`src/rtl/div_unit.sv`:
```
// Iterative restoring divider for the execute stage: one quotient bit per cycle, signed or
// unsigned, freezing the pipeline through div_stall until the result is ready.
module div_unit #(
  parameter int unsigned WIDTH = 16
) (
  input  logic             clk,
  input  logic             rst,
  input  logic             i_start,
  input  logic             i_signed_mode,
  input  logic [WIDTH-1:0] i_dividend,
  input  logic [WIDTH-1:0] i_divisor,
  input  logic             i_flush,
  output logic             o_div_stall,
  output logic             o_done,
  output logic [WIDTH-1:0] o_quotient,
  output logic [WIDTH-1:0] o_remainder,
  output logic             o_div_by_zero
);

  localparam int unsigned CntW = $clog2(WIDTH) + 1;
  localparam logic [CntW-1:0] CntLast = CntW'(WIDTH - 1);
  localparam logic [CntW-1:0] CntOne  = CntW'(1);

  typedef enum logic [1:0] {
    StIdle = 2'b00,
    StCalc = 2'b01,
    StFix  = 2'b10,
    StDone = 2'b11
  } state_e;

  state_e           r_state, w_state_nxt;
  logic [CntW-1:0]  r_cnt, w_cnt_nxt;
  logic [WIDTH:0]   r_rem, w_rem_nxt;
  logic [WIDTH-1:0] r_quo, w_quo_nxt;
  logic [WIDTH-1:0] r_dvsr, w_dvsr_nxt;
  logic             r_neg_q, w_neg_q_nxt;
  logic             r_neg_r, w_neg_r_nxt;
  logic [WIDTH-1:0] r_quotient, w_quotient_nxt;
  logic [WIDTH-1:0] r_remainder, w_remainder_nxt;
  logic             r_dbz, w_dbz_nxt;

  logic             w_accept;
  logic             w_dvd_neg, w_dvs_neg;
  logic [WIDTH-1:0] w_dvd_abs, w_dvs_abs;
  logic [WIDTH:0]   w_shift, w_trial;

  assign w_accept  = (r_state == StIdle) && i_start && !i_flush;
  assign w_dvd_neg = i_signed_mode && i_dividend[WIDTH-1];
  assign w_dvs_neg = i_signed_mode && i_divisor[WIDTH-1];
  assign w_dvd_abs = w_dvd_neg ? -i_dividend : i_dividend;
  assign w_dvs_abs = w_dvs_neg ? -i_divisor : i_divisor;

  // Partial remainder stays below the divisor, so the shifted value never overflows WIDTH+1 bits
  // and the trial result's MSB is a clean borrow flag.
  assign w_shift = (r_rem << 1) | {{WIDTH{1'b0}}, r_quo[WIDTH-1]};
  assign w_trial = w_shift - {1'b0, r_dvsr};

  always_comb begin
    w_state_nxt     = r_state;
    w_cnt_nxt       = r_cnt;
    w_rem_nxt       = r_rem;
    w_quo_nxt       = r_quo;
    w_dvsr_nxt      = r_dvsr;
    w_neg_q_nxt     = r_neg_q;
    w_neg_r_nxt     = r_neg_r;
    w_quotient_nxt  = r_quotient;
    w_remainder_nxt = r_remainder;
    w_dbz_nxt       = r_dbz;

    unique case (r_state)
      StIdle: begin
        if (w_accept) begin
          if (i_divisor == '0) begin
            w_state_nxt     = StDone;
            w_quotient_nxt  = '1;
            w_remainder_nxt = i_dividend;
            w_dbz_nxt       = 1'b1;
          end else begin
            w_state_nxt = StCalc;
            w_cnt_nxt   = '0;
            w_rem_nxt   = '0;
            w_quo_nxt   = w_dvd_abs;
            w_dvsr_nxt  = w_dvs_abs;
            w_neg_q_nxt = w_dvd_neg ^ w_dvs_neg;
            w_neg_r_nxt = w_dvd_neg;
            w_dbz_nxt   = 1'b0;
          end
        end
      end
      StCalc: begin
        // Dividend bits shift out of r_quo's top as quotient bits shift in at the bottom.
        w_quo_nxt = {r_quo[WIDTH-2:0], ~w_trial[WIDTH]};
        w_rem_nxt = w_trial[WIDTH] ? w_shift : w_trial;
        w_cnt_nxt = r_cnt + CntOne;
        if (r_cnt == CntLast) begin
          w_state_nxt = StFix;
        end
      end
      StFix: begin
        w_quotient_nxt  = r_neg_q ? -r_quo : r_quo;
        w_remainder_nxt = r_neg_r ? -r_rem[WIDTH-1:0] : r_rem[WIDTH-1:0];
        w_state_nxt     = StDone;
      end
      StDone: begin
        w_state_nxt = StIdle;
      end
      default: begin
        w_state_nxt = StIdle;
      end
    endcase

    // A squashed instruction must leave the visible result untouched.
    if (i_flush) begin
      w_state_nxt     = StIdle;
      w_quotient_nxt  = r_quotient;
      w_remainder_nxt = r_remainder;
      w_dbz_nxt       = r_dbz;
    end
  end

  always_ff @(posedge clk or posedge rst) begin
    if (rst) begin
      r_state     <= StIdle;
      r_cnt       <= '0;
      r_rem       <= '0;
      r_quo       <= '0;
      r_dvsr      <= '0;
      r_neg_q     <= 1'b0;
      r_neg_r     <= 1'b0;
      r_quotient  <= '0;
      r_remainder <= '0;
      r_dbz       <= 1'b0;
    end else begin
      r_state     <= w_state_nxt;
      r_cnt       <= w_cnt_nxt;
      r_rem       <= w_rem_nxt;
      r_quo       <= w_quo_nxt;
      r_dvsr      <= w_dvsr_nxt;
      r_neg_q     <= w_neg_q_nxt;
      r_neg_r     <= w_neg_r_nxt;
      r_quotient  <= w_quotient_nxt;
      r_remainder <= w_remainder_nxt;
      r_dbz       <= w_dbz_nxt;
    end
  end

  // Stall rises combinationally with start so the pipeline freezes in the issue cycle.
  assign o_div_stall   = w_accept || (r_state == StCalc) || (r_state == StFix);
  assign o_done        = (r_state == StDone) && !i_flush;
  assign o_quotient    = r_quotient;
  assign o_remainder   = r_remainder;
  assign o_div_by_zero = r_dbz;

endmodule

```
`config.mk`:
```
export PLATFORM = sky130hd
export DESIGN_NAME = div_unit
export DESIGN_NICKNAME = d
export VERILOG_FILES = /design/src/rtl/div_unit.sv
export SDC_FILE = /design/constraint.sdc
export NUM_CORES = 1
export LEC_CHECK = 0
export CAP_MARGIN = 20
export CORE_ASPECT_RATIO = 1.1
export CORE_MARGIN = 1.5
export CORE_UTILIZATION = 25
export CTS_BUF_LIST = sky130_fd_sc_hd__clkbuf_8 sky130_fd_sc_hd__clkbuf_16
export DETAILED_ROUTE_END_ITERATION = 10
export DONT_BUFFER_PORTS = 1
export SLEW_MARGIN = 20
export SYNTH_ARGS = -nofsm -noshare
export SYNTH_HDL_FRONTEND = slang
export SYNTH_SLANG_ARGS = --single-unit
```
`constraint.sdc`:
```
create_clock -name clk -period 2.75 [get_ports clk]
set_input_delay 0.55 -clock clk [delete_from_list [all_inputs] [get_ports clk]]
set_output_delay 0.55 -clock clk [all_outputs]
set_load 0.03 [all_outputs]
```
== After elaboration in Yosys (flattened, before gate mapping) ==
Index checks and enable logic that the tools add are counted.

* Register bits: 90
* Input bits: 37
* Output and inout bits: 35
* Logic and storage cells: 73

* Add/subtract/negate cells: 6
* Equal/unequal tests: 9
* Muxes and demuxes: 26
* Bitwise logic cells: 5
* Reductions and logical operators: 17

{| class="wikitable"
|+ Operators by type and width
! kind !! count
|-
| two-way mux 16 bit || 13
|-
| case mux 16 bit (2 select lines) || 4
|-
| negator 16 bit || 4
|-
| bitwise OR 17 x 1 -> 17 bit || 1
|-
| subtractor 17 x 16 -> 17 bit || 1
|-
| logical NOT 16 bit || 1
|-
| two-way mux 5 bit || 2
|-
| case mux 5 bit (2 select lines) || 1
|-
| AND reduction 3 bit || 3
|-
| two-way mux 2 bit || 4
|-
| case mux 2 bit (4 select lines) || 1
|-
| inequality test 3 bit, second input constant || 2
|-
| adder 5 x 1 -> 5 bit, second input constant || 1
|-
| equality test 5 x 4 -> 1 bit, second input constant || 1
|-
| logical AND 1 bit || 5
|-
| equality test 2 bit, second input constant || 2
|-
| inequality test 2 bit, second input constant || 2
|-
| AND reduction 4 bit || 1
|-
| nonzero test 2 bit || 2
|-
| inverter 1 bit || 3
|-
| equality test 2 x 1 -> 1 bit, second input constant || 1
|-
| logical NOT 2 bit || 1
|-
| logical OR 1 bit || 2
|-
| inequality test 2 x 1 -> 1 bit, second input constant || 1
|-
| other kinds (4) || 4
|}

== Depth between registers and ports, before layout ==
* Depth in word-level cells: 6
* Gate-level depth with buffers: 11
* Depth with buffers taken out: 10

== Worst setup path after synthesis ==
OpenSTA, ideal clock, no wires.

* Kind: reg-to-reg
* From: register r_quo[15]
* To: register r_rem[4]
* Library setup time: 0.069 ns
* Arrival: 2.502 ns
* Required time: 2.681 ns
* Path slack: 0.179 ns
* Cell stages (with the launch flop): 11
* Path through: dfrtp_1 inv_1 ha_1 fa_1 nand2b_1 a21oi_1 o31ai_1 o31ai_4 xnor2_1 or4_1 nand3_1

* Longest elaborated chain between the ends: 4

{| class="wikitable"
|+ Ends and longest elaborated chain
! item !! RTL line !! source
|-
| start: declaration || 34 || <nowiki>logic [WIDTH-1:0] r_quo, w_quo_nxt;</nowiki>
|-
| start signal: assignment || 137 || <nowiki>r_quo <= w_quo_nxt;</nowiki>
|-
| bitwise OR 17 x 1 -> 17 bit || 55 || <nowiki>assign w_shift = (r_rem << 1) | {{WIDTH{1'b0}}, r_quo[WIDTH-1]};</nowiki>
|-
| subtractor 17 x 16 -> 17 bit || 56 || <nowiki>assign w_trial = w_shift - {1'b0, r_dvsr};</nowiki>
|-
| two-way mux 16 bit || 93 || <nowiki>w_rem_nxt = w_trial[WIDTH] ? w_shift : w_trial;</nowiki>
|-
| case mux 16 bit (2 select lines) || 70 || <nowiki>unique case (r_state)</nowiki>
|-
| end signal: assignment || 136 || <nowiki>r_rem <= w_rem_nxt;</nowiki>
|-
| end: declaration || 33 || <nowiki>logic [WIDTH:0] r_rem, w_rem_nxt;</nowiki>
|}

Every way passes these cells.
A chain may end at the register's enable or synchronous reset.

== Final worst setup path ==
* From: register r_state[0]
* To: register r_rem[4]

* Longest elaborated chain between the ends: 5
* Elaborated cells between the ends (all ways): 9
* Classes of those cells: eq/ne: 3; mux: 1; reduce/logical: 5

{| class="wikitable"
|+ Ends and longest elaborated chain
! item !! RTL line !! source
|-
| start: declaration || 31 || <nowiki>state_e r_state, w_state_nxt;</nowiki>
|-
| start signal: assignment || 123 || <nowiki>r_state <= StIdle;</nowiki>
|-
| start signal: assignment || 134 || <nowiki>r_state <= w_state_nxt;</nowiki>
|-
| logical NOT 2 bit || 47, 70 ||
|-
| logical AND 1 bit (2 in series) || 47 || <nowiki>assign w_accept = (r_state == StIdle) && i_start && !i_flush;</nowiki>
|-
| inequality test 2 bit (no line) || n/a ||
|-
| AND reduction 3 bit (no line) || n/a ||
|}

Several ways; a longest one is shown, not always the timed one.

==> flow_summary.ini <==
[sta]
fmax_mhz = 387
finalClockSkew_ns = 0.00726
worst_slew_pin_slew_ns = 0.686
period_minus_slack_ns = 2.58
max-slew-margin-rel = 0.541
setup_viol = 0
finalHoldViolations = 0
finalCritPeriodShare = 0.940
fin_hold_ws_ns = 0.161
finalMaxSlewViolations = 0

[floorplan]
start_util = 0.255
die_x_um = 151
die-area_um2 = 25100
coreArea_um2 = 23700
ioPinCount = 72
fp.dieH_um = 166
rows = 59

[finish]
fin_cells = 1066
fin_area_um2 = 7130
final_nets = 820
area_growth_pct = 18.1
final_core_util = 0.301
drive_above_1_share = 0.121
antennaDiodeCount = 0

[cts]
insertion_delay_ns = 0.36
root_buffer = clkbuf_16
ctsHoldBuffers = 0
cts_tree = built
clkTransAtPathRegs_ns = 0.07
clock-sinks = 90
clock_path_buffers = 2
cts_buffers = 9
h-tree-depth = 3

[setup_path]
r2r_start = r_state[0]
cp.arrival_ns = 2.88
cp_slowest_cell = or4_1
crit_path_end_kind = register
path_cells = inv_1, ha_1, nand2_1, or2_2, a31oi_2, o21ai_0, buf_4, or4_1, nand3_1
crit_path_max_fanout = 6
slowest_delay_ns = 0.50
critPathKind = register to register
worstPathRequired_ns = 3.04
start_kind = register
cp-startpoint = r_state[0]

[route]
vias_per_cell = 4.81
wire_per_inst_um = 15.5
drcViolationCount = 0
vias = 5130
detail-route-antenna-nets = 0
routed_wirelength_um = 16500
drtPass1Iterations = 5
drtIter0Drc = 241

[grt]
grt_usage = 0.133
antenna_found_initial = 0
grt_pass1_vias = 4774
grt_pass1_wl_um = 25900
grt_max_degree = 65
globalRouteOverflowTotal = 0

[yosys]
syn_inst = 724
yosys.area_share.xor_xnor = 0.0956
synth_fa_ha_area_frac = 0.0572
ys.flop_type = dfrtp_1
synth_edf_count = 0
synth-simple-area-share = 0.175
synth_top_family_by_area = compound AO/OA/AOI/OAI gates
synthArstFlopShare = 1.00
synth_warnings = 0
synth_area_um2 = 6030
ys_ff_latch = 90
synthTopCellsByCount = 100 x nand2_1, 90 x dfrtp_1, 75 x o21ai_0
yosysTopAreaCell = dfrtp_1
synth-seq-area-share = 0.373
syn-num-nets = 788
synthMostInstantiatedCell = nand2_1
muxShareOfSynthArea = 0.0284
avgSynthCellArea_um2 = 8.33
synth_cell_types = 61
synth-compound-area-share = 0.223
synth_top_area_frac = 0.373
yosys-top-cells-area = dfrtp_1 37%, nand2_1 6.2%, o21ai_0 6.2%, ha_1 5.4%, xor2_1 5.4%

[placed_design]
placed_cells = 1044
dpl_cell_area_um2 = 6690
gp_congestion = 0.821
portBuffers = 0
dp_hpwl_um = 12700

[power]
power_w = 0.00737
power_density_nw_per_um2 = 1030
ir_worst_vdd_uv = 423
leakage_nw = 3.17

[run_status]
status = complete, no violations

[run]
max_cap_viol_count = 0

[hold_path]
min_path_type = primary input to asynchronous set/reset pin
==> cell type report <==
| class | count | area (um2) |
|---|---|---|
| clock buffer | 9 | 225 |
| clock inverter | 7 | 78.8 |
| fill | 2477 | 16600 |
| inverter | 40 | 154 |
| multi-input combinational | 561 | 3600 |
| sequential | 90 | 2250 |
| tap | 305 | 382 |
| timing repair buffer | 54 | 434 |
==> logic make-up (layout without fill, tap and decap cells) <==
kind of cell / after synthesis / after routing
AND/OR/NAND/NOR: 230 / 230
AO/OA/AOI/OAI: 221 / 221
flip-flops: 90 / 90
buffers and inverters: 74 / 110
XOR/XNOR: 65 / 66
adder cells (fa/ha/maj): 27 / 27
multiplexers: 17 / 17
==> power breakdown <==
part / internal (W) / leakage (nW) / switching [W]
Sequential: 0.00184 / 1.13 / 0.000956
Clock: 0.000713 / 0.144 / 0.000573
Combinational: 0.00141 / 1.90 / 0.00188
==> cells in the final DEF (no fill, tap or decap), types with 3 or more instances in the layout <==
cell and count:
nand2_1 100, dfrtp_1 90, xor2_1 37, buf_4 51, nand3_1 31, ha_1 25
o22ai_1 3, a31oi_1 6, a211oi_1 7, o21ai_1 5, nor2b_1 3, nand2b_1 4
o21bai_1 3, a32oi_1 4, nor3_1 10, or4_1 3, a21oi_1 63, clkinvlp_4 3
nor2_1 44, inv_1 39, clkbuf_16 9, o21a_1 4, and3_1 4, o31ai_4 3
o31ai_1 10, xnor2_1 26, o41ai_1 3, mux2i_1 16, nand4_1 6, a21o_1 17
or3_1 7, o21ai_0 74
==> path summary, 6_finish.rpt <==
check	to	slack [ns]	depth (start not counted)
worst max-delay path	r_rem[4]	0.17	9
worst min-delay path	o_quotient[10]	0.16	1
worst max register to register	r_rem[4]	0.17	9
worst min register to register	r_cnt[4]	0.48	2
max in group asynchronous	r_cnt[1]	1.89	2
min in group clk	r_state[1]	0.25	1
==> critical path, delay by kind of cell, from the launching register on <==
kind	cells	cell delay, ns
flops	1	0.40
fa+ha+maj	1	0.17
simple gates	4	1.00
buf+inv	2	0.37
compound gates	2	0.59
==> registers in the layout, indices dropped and copies added (netlist names) <==
name,cells
r_quo,16
o_div_by_zero,1
r_rem,16
r_state,2
o_quotient,16
r_cnt,5
r_dvsr,16
o_remainder,16
r_neg_r,1
r_neg_q,1
==> through the flow <==
stage / setup TNS, ns / setup slack [ns]
5_1_grt: -0.0213 / -0.0163
2_1_floorplan: 0 / 0.179
6_report: 0 / 0.165
3_5_place_dp: -0.823 / -0.159
4_1_cts: 0 / 0.0103
3_3_place_gp: -0.0489 / -0.0270
==> per-layer routing <==
metal  part of all wire  global-route usage
met2               0.43               0.193
met3              0.074              0.0415
met4             0.0076              0.0249
met1               0.49               0.193
met5                  0                   0
==> what timing repair did <==
action | 4_1_cts | 5_1_grt
cloned | 0 | 1
resized for setup | 5 | 10
setup buffers | 2 | 3
endpoints found under the setup margin | 16 | 15
pin swaps | 1 | 3
Power figures use the tool's default switching activity.
